[config.mk]
export PLATFORM = sky130hd
export DESIGN_NAME = strip_xg_pon_header_flat
export DESIGN_NICKNAME = d
export VERILOG_FILES = /design/src/rtl/strip_xg_pon_header_if.sv /design/src/rtl/strip_xg_pon_header.sv /design/src/flat_wrapper.sv
export SDC_FILE = /design/constraint.sdc
export NUM_CORES = 1
export LEC_CHECK = 0
export BUFFER_PORTS_ARGS = -buffer_cell sky130_fd_sc_hd__buf_2
export CAP_MARGIN = 0
export CORE_MARGIN = 1
export CORE_UTILIZATION = 48
export DETAILED_ROUTE_END_ITERATION = 8
export PLACE_DENSITY = 0.77
export SYNTH_ARGS = -nofsm -noshare
export SYNTH_HDL_FRONTEND = slang
export SYNTH_SLANG_ARGS = --single-unit
[constraint.sdc]
create_clock -name axis_clk -period 2.3 [get_ports axis_clk]
set_clock_uncertainty 0.15 [all_clocks]
set_input_delay 0.46 -clock axis_clk [delete_from_list [all_inputs] [get_ports axis_clk]]
set_output_delay 0.46 -clock axis_clk [all_outputs]
set_load 0.005 [all_outputs]
[src/rtl/strip_xg_pon_header_if.sv]
// AXI4-Stream bundle (32-bit data, byte keep, last, user) shared by the header
// stripper's input and output sides.
interface strip_xg_pon_header_if;
   logic [31:0] tdata;
   logic        tvalid;
   logic [3:0]  tkeep;
   logic        tlast;
   logic        tuser;
   logic        tready;

   modport master (output tdata, tvalid, tkeep, tlast, tuser, input tready);
   modport slave  (input tdata, tvalid, tkeep, tlast, tuser, output tready);
endinterface

[src/rtl/strip_xg_pon_header.sv]
// XG-PON burst receive: hunts for the preamble, locks on a (bit-error tolerant)
// delimiter, strips both and forwards the payload through one output register.
module strip_xg_pon_header #(
   parameter int          MIN_PREAMBLE  = 2,
   parameter int          DELIM_ERR_TOL = 2,
   parameter logic [31:0] PREAMBLE_WORD = 32'h05560556,
   parameter logic [31:0] DELIM_WORD    = 32'hb2c50fa1
) (
   input  logic                          axis_clk,
   input  logic                          axis_resetn,
   strip_xg_pon_header_if.slave          s_axis,
   strip_xg_pon_header_if.master         m_axis,
   output logic                          burst_locked,
   output logic [15:0]                   burst_cnt,
   output logic [15:0]                   hdr_err_cnt
);

   typedef enum logic [1:0] {HUNT, PREAMBLE, PAYLOAD} state_t;

   localparam logic [3:0] MIN_P   = 4'(MIN_PREAMBLE);
   localparam logic [5:0] ERR_TOL = 6'(DELIM_ERR_TOL);

   function automatic logic [5:0] bit_errs(input logic [31:0] w);
      logic [5:0] n;
      n = '0;
      for (int i = 0; i < 32; i++) n = n + {5'd0, w[i]};
      return n;
   endfunction

   function automatic logic [15:0] sat_inc16(input logic [15:0] v);
      return (v == 16'hFFFF) ? v : v + 16'd1;
   endfunction

   function automatic logic [3:0] sat_inc4(input logic [3:0] v);
      return (v == 4'hF) ? v : v + 4'd1;
   endfunction

   state_t      state;
   logic [3:0]  pcnt;
   logic [31:0] data_p1;
   logic [3:0]  keep_p1;
   logic        last_p1;
   logic        user_p1;
   logic        vld_p1;
   logic        in_beat;
   logic        pay_beat;
   logic        is_pre;
   logic        is_delim;

   // Header words are always swallowed; payload is throttled by the output register.
   assign s_axis.tready = (state == PAYLOAD) ? (!vld_p1 || m_axis.tready) : 1'b1;
   assign in_beat       = s_axis.tvalid && s_axis.tready;
   assign pay_beat      = in_beat && (state == PAYLOAD);
   assign is_pre        = (s_axis.tdata == PREAMBLE_WORD);
   assign is_delim      = (bit_errs(s_axis.tdata ^ DELIM_WORD) <= ERR_TOL);

   assign m_axis.tdata  = data_p1;
   assign m_axis.tkeep  = keep_p1;
   assign m_axis.tlast  = last_p1;
   assign m_axis.tuser  = user_p1;
   assign m_axis.tvalid = vld_p1;

   always_ff @(posedge axis_clk or negedge axis_resetn) begin
      if (!axis_resetn) begin
         state        <= HUNT;
         pcnt         <= '0;
         burst_locked <= 1'b0;
         burst_cnt    <= '0;
         hdr_err_cnt  <= '0;
         data_p1      <= '0;
         keep_p1      <= '0;
         last_p1      <= 1'b0;
         user_p1      <= 1'b0;
         vld_p1       <= 1'b0;
      end else begin
         // Output register stage (_p1)
         if (pay_beat) begin
            data_p1 <= s_axis.tdata;
            keep_p1 <= s_axis.tkeep;
            last_p1 <= s_axis.tlast;
            user_p1 <= s_axis.tuser;
            vld_p1  <= 1'b1;
         end else if (m_axis.tready) begin
            vld_p1  <= 1'b0;
         end

         case (state)
            HUNT: begin
               if (in_beat && is_pre && !s_axis.tlast) begin
                  state <= PREAMBLE;
                  pcnt  <= 4'd1;
               end
            end
            PREAMBLE: begin
               if (in_beat) begin
                  if (s_axis.tlast) begin
                     state       <= HUNT;
                     hdr_err_cnt <= sat_inc16(hdr_err_cnt);
                  end else if (is_pre) begin
                     pcnt <= sat_inc4(pcnt);
                  end else if (is_delim && (pcnt >= MIN_P)) begin
                     state        <= PAYLOAD;
                     burst_locked <= 1'b1;
                     burst_cnt    <= sat_inc16(burst_cnt);
                  end else begin
                     state       <= HUNT;
                     hdr_err_cnt <= sat_inc16(hdr_err_cnt);
                  end
               end
            end
            PAYLOAD: begin
               if (pay_beat && s_axis.tlast) begin
                  state        <= HUNT;
                  burst_locked <= 1'b0;
               end
            end
            default: begin
               state        <= HUNT;
               burst_locked <= 1'b0;
            end
         endcase
      end
   end

endmodule

[src/flat_wrapper.sv]
// flat-port wrapper written by rule: the top's interface ports become plain ports
module strip_xg_pon_header_flat 
#(
   parameter int          MIN_PREAMBLE  = 2,
   parameter int          DELIM_ERR_TOL = 2,
   parameter logic [31:0] PREAMBLE_WORD = 32'h05560556,
   parameter logic [31:0] DELIM_WORD    = 32'hb2c50fa1
)
  (axis_clk, axis_resetn, burst_locked, burst_cnt, hdr_err_cnt, s_axis_tdata, s_axis_tvalid, s_axis_tkeep, s_axis_tlast, s_axis_tuser, s_axis_tready, m_axis_tdata, m_axis_tvalid, m_axis_tkeep, m_axis_tlast, m_axis_tuser, m_axis_tready);
  strip_xg_pon_header_if s_axis_i ();
  strip_xg_pon_header_if m_axis_i ();
  input  logic axis_clk;
  input  logic axis_resetn;
  output logic burst_locked;
  output logic [15:0] burst_cnt;
  output logic [15:0] hdr_err_cnt;
  input wire logic [$bits(s_axis_i.tdata)-1:0] s_axis_tdata;
  input wire logic [$bits(s_axis_i.tvalid)-1:0] s_axis_tvalid;
  input wire logic [$bits(s_axis_i.tkeep)-1:0] s_axis_tkeep;
  input wire logic [$bits(s_axis_i.tlast)-1:0] s_axis_tlast;
  input wire logic [$bits(s_axis_i.tuser)-1:0] s_axis_tuser;
  output wire logic [$bits(s_axis_i.tready)-1:0] s_axis_tready;
  output wire logic [$bits(m_axis_i.tdata)-1:0] m_axis_tdata;
  output wire logic [$bits(m_axis_i.tvalid)-1:0] m_axis_tvalid;
  output wire logic [$bits(m_axis_i.tkeep)-1:0] m_axis_tkeep;
  output wire logic [$bits(m_axis_i.tlast)-1:0] m_axis_tlast;
  output wire logic [$bits(m_axis_i.tuser)-1:0] m_axis_tuser;
  input wire logic [$bits(m_axis_i.tready)-1:0] m_axis_tready;
  assign s_axis_i.tdata = s_axis_tdata;
  assign s_axis_i.tvalid = s_axis_tvalid;
  assign s_axis_i.tkeep = s_axis_tkeep;
  assign s_axis_i.tlast = s_axis_tlast;
  assign s_axis_i.tuser = s_axis_tuser;
  assign s_axis_tready = s_axis_i.tready;
  assign m_axis_tdata = m_axis_i.tdata;
  assign m_axis_tvalid = m_axis_i.tvalid;
  assign m_axis_tkeep = m_axis_i.tkeep;
  assign m_axis_tlast = m_axis_i.tlast;
  assign m_axis_tuser = m_axis_i.tuser;
  assign m_axis_i.tready = m_axis_tready;
  strip_xg_pon_header #(.MIN_PREAMBLE(MIN_PREAMBLE), .DELIM_ERR_TOL(DELIM_ERR_TOL), .PREAMBLE_WORD(PREAMBLE_WORD), .DELIM_WORD(DELIM_WORD)) u_core (.axis_clk(axis_clk), .axis_resetn(axis_resetn), .s_axis(s_axis_i), .m_axis(m_axis_i), .burst_locked(burst_locked), .burst_cnt(burst_cnt), .hdr_err_cnt(hdr_err_cnt));
endmodule
==> metrics <==
Synth async-reset ratio 1.00; top post-synthesis cells by area dfrtp_1 (47%), fa_1 (11%), xnor2_1 (5.9%); Worst-Margin Slew 0.526 ns; Initial Utilization 0.502; Worst Path Arrival 5.89 ns; Post-synth EDFFs 0; Crit. End Element register; register area share after synthesis 0.466; Vias/cell 5.11; number of global-route vias before repair 3,312; Root Buffer clkbuf_8; IO Pins 115; Final nets 603; RSZ-0062 raised after global routing yes; largest net degree at the start of global routing 59; Mapped Cells 373; final setup margin -3.53 ns; CP Cell Sequence buf_8 -> inv_12 -> ha_4 -> inv_2 -> fa_1 -> fa_1 -> fa_1 -> inv_1 -> fa_1 -> fa_1 -> inv_1 -> fa_1 -> inv_2 -> fa_2 -> fa_2 -> a21oi_2 -> and4_4 -> o221ai_4 -> a31oi_4 -> buf_4 -> mux2_4; Post-synth top cells dfrtp_1 (78), inv_1 (48), nand2_1 (31); core footprint 8340 um^2; crit path max fanout 5; syn_nets 451; period utilization 2.53; M1 WL 4310 um; row count 33; number of H-tree levels 3; P&R area growth vs syn 32.2%; Final ANT Viol Nets 0; Worst Hold Class in -> reg; Peak supply drop 0.640 mV; CP most frequent cell fa_1; CP max stage delay 0.53 ns; area of the multi-input gates 2140 um^2; gp weighted congestion 0.830; PD cells 863 nW/um^2; Sink Count 78; crit path launch type input port; CP max stage cell fa_1; mapped cell area 4190 um^2; ant diodes 0; Iter 0 DRT Violations 81; maxcap violations 0; Die X 95.4 um; ys flop type dfrtp_1; met3 routed WL 391 um; Die Height 95.4 um; Worst-Skew Late Latency 0.33 ns; Clock transition at path regs 0.08 ns; final-report hold violation count 0; # setup viols final 34; final-report max-slew violation count 0; run status finished with violations; syn avg cell area 11.2 um^2; IO Port Bufs 114; CTS tree done; Synth top area share 0.466; Final Util 0.664; Crit Path Category in -> reg; WP data required 2.37 ns; initial antenna violation count 0; Leakage 2.87 nW; first-pass GRT wire length 15,700 um; largest buffer count on any clock path 2; Finished Layout Cells 635; Placed Cells 616; gr usage total 0.227; full die area 9100 um^2; TritonCTS buffer count 9; Routed WL 9510 um; top layer in use met4; WL per Instance 15.0 um; Netlist cell types 40; GRT overflow 0; Seq. cell area 1950 um^2; min Tclk post-route 5.83 ns; fmax 0.172 GHz; failing checks negative setup slack; Detail Placement HPWL 7290 um; drc violations 0; Slew headroom 0.649; WP buf/inv 7; layout cells sized above 1 0.400; via count 3,245; Met2 Wirelength 4650 um; critical path's top delay family adder cells; area leader, netlist dfrtp_1; warning count from the yosys run 0; drt first pass iters 4; top-count cell post-synth dfrtp_1; Filler Cell Count 679; flops & latches, synth 78
==> per-stage QoR <==
step / hold WS [ns] / area (um^2) / power [mW] / worst slack [ns] / TNS (ns)
2_1_floorplan: 0.0144 / 4280 / 2.90 / -3.68 / -120.67
3_3_place_gp: 0.308 / 5230 / 3.51 / -3.98 / -131.23
3_5_place_dp: 0.318 / 5230 / 3.63 / -4.06 / -134.31
4_1_cts: 0.186 / 5490 / 4.81 / -3.51 / -116.47
5_1_grt: 0.190 / 5540 / 5.16 / -3.71 / -123.08
6_report: 0.203 / 5540 / 4.78 / -3.53 / -116.67
==> layer usage <==
| layer | vias to the layer above | global-route usage |
|---|---|---|
| met5 | - | 0 |
| met3 | 10 | 0.0391 |
| li1 | 1563 | - |
| met1 | 1583 | 0.308 |
| met2 | 89 | 0.369 |
| met4 | 0 | 0.0759 |
==> registers in the layout, indices dropped and copies added (netlist names) <==
name,cells
u_core.pcnt,4
u_core.m_axis.tlast,1
u_core.burst_locked,1
u_core.burst_cnt,16
u_core.m_axis.tdata,32
u_core.m_axis.tuser,1
u_core.m_axis.tkeep,4
u_core.m_axis.tvalid,1
u_core.state,2
u_core.hdr_err_cnt,16
==> what timing repair did <==
action	in CTS	in global routing
endpoints found under the setup margin	34	34
resized for setup	8	7
pin swaps	15	7
hold endpoints to repair	39	0
hold buffers	1	0
setup buffers	1	1
==> cells in the final DEF (no fill, tap or decap), types with 6 or more instances in the layout <==
master and instances:
nand3_2 6, nand2_1 28, nor2_1 10, buf_2 111
inv_1 45, and3_1 11, ha_1 11, nand4_1 20
dfrtp_1 78, xnor2_1 27, mux2_2 19, fa_1 22
buf_4 32, clkbuf_8 9, o21ai_0 24
==> worst paths after layout <==
check | slack [ns] | endpoint | cells past startpoint | from
min in group asynchronous | 0.49 | u_core.m_axis.tkeep[3] | 2 | axis_resetn
max in group asynchronous | 0.90 | u_core.m_axis.tdata[15] | 3 | axis_resetn
worst min-delay path | 0.20 | u_core.m_axis.tkeep[2] | 2 | s_axis_tkeep[2]
worst max-delay path | -3.53 | u_core.burst_cnt[1] | 21 | s_axis_tdata[0]
worst max register to register | 0.03 | u_core.hdr_err_cnt[11] | 8 | u_core.pcnt[0]
worst min register to register | 0.33 | u_core.m_axis.tdata[28] | 2 | u_core.m_axis.tdata[28]
==> layout make-up <==
| cell class | instances | area share |
|---|---|---|
| Clock buffer | 10 | 0.0231 |
| Clock inverter | 6 | 0.0156 |
| Inverter | 48 | 0.0348 |
| Multi-Input combinational cell | 238 | 0.387 |
| Sequential cell | 78 | 0.353 |
| Tap cell | 105 | 0.0237 |
| Timing Repair Buffer | 150 | 0.163 |
==> worst register-to-register path, stage by stage (launching register included) <==
cell and delay [ns]:
dfrtp_1 0.35, inv_1 0.05, ha_1 0.19, or4_4 0.55, o2111a_4 0.20, nor4_4 0.19, buf_12 0.19, nand4_1 0.13
xnor2_1 0.16
==> report_power, final <==
group / internal, mW / switching [mW]
logic: 0.995 / 1.06
clock network: 0.610 / 0.499
registers: 1.53 / 0.0785
total: 3.14 / 1.64
==> kinds of logic after synthesis <==
logic type	count (synthesis)	synth area share
AO/OA/AOI/OAI	34	0.0469
buffers and inverters	57	0.0532
flip-flops	78	0.466
multiplexers	22	0.0589
adder cells (fa/ha/maj)	36	0.151
XOR/XNOR	30	0.0628
AND/OR/NAND/NOR	116	0.161
Note: power is estimated with default switching activity, not from simulation.
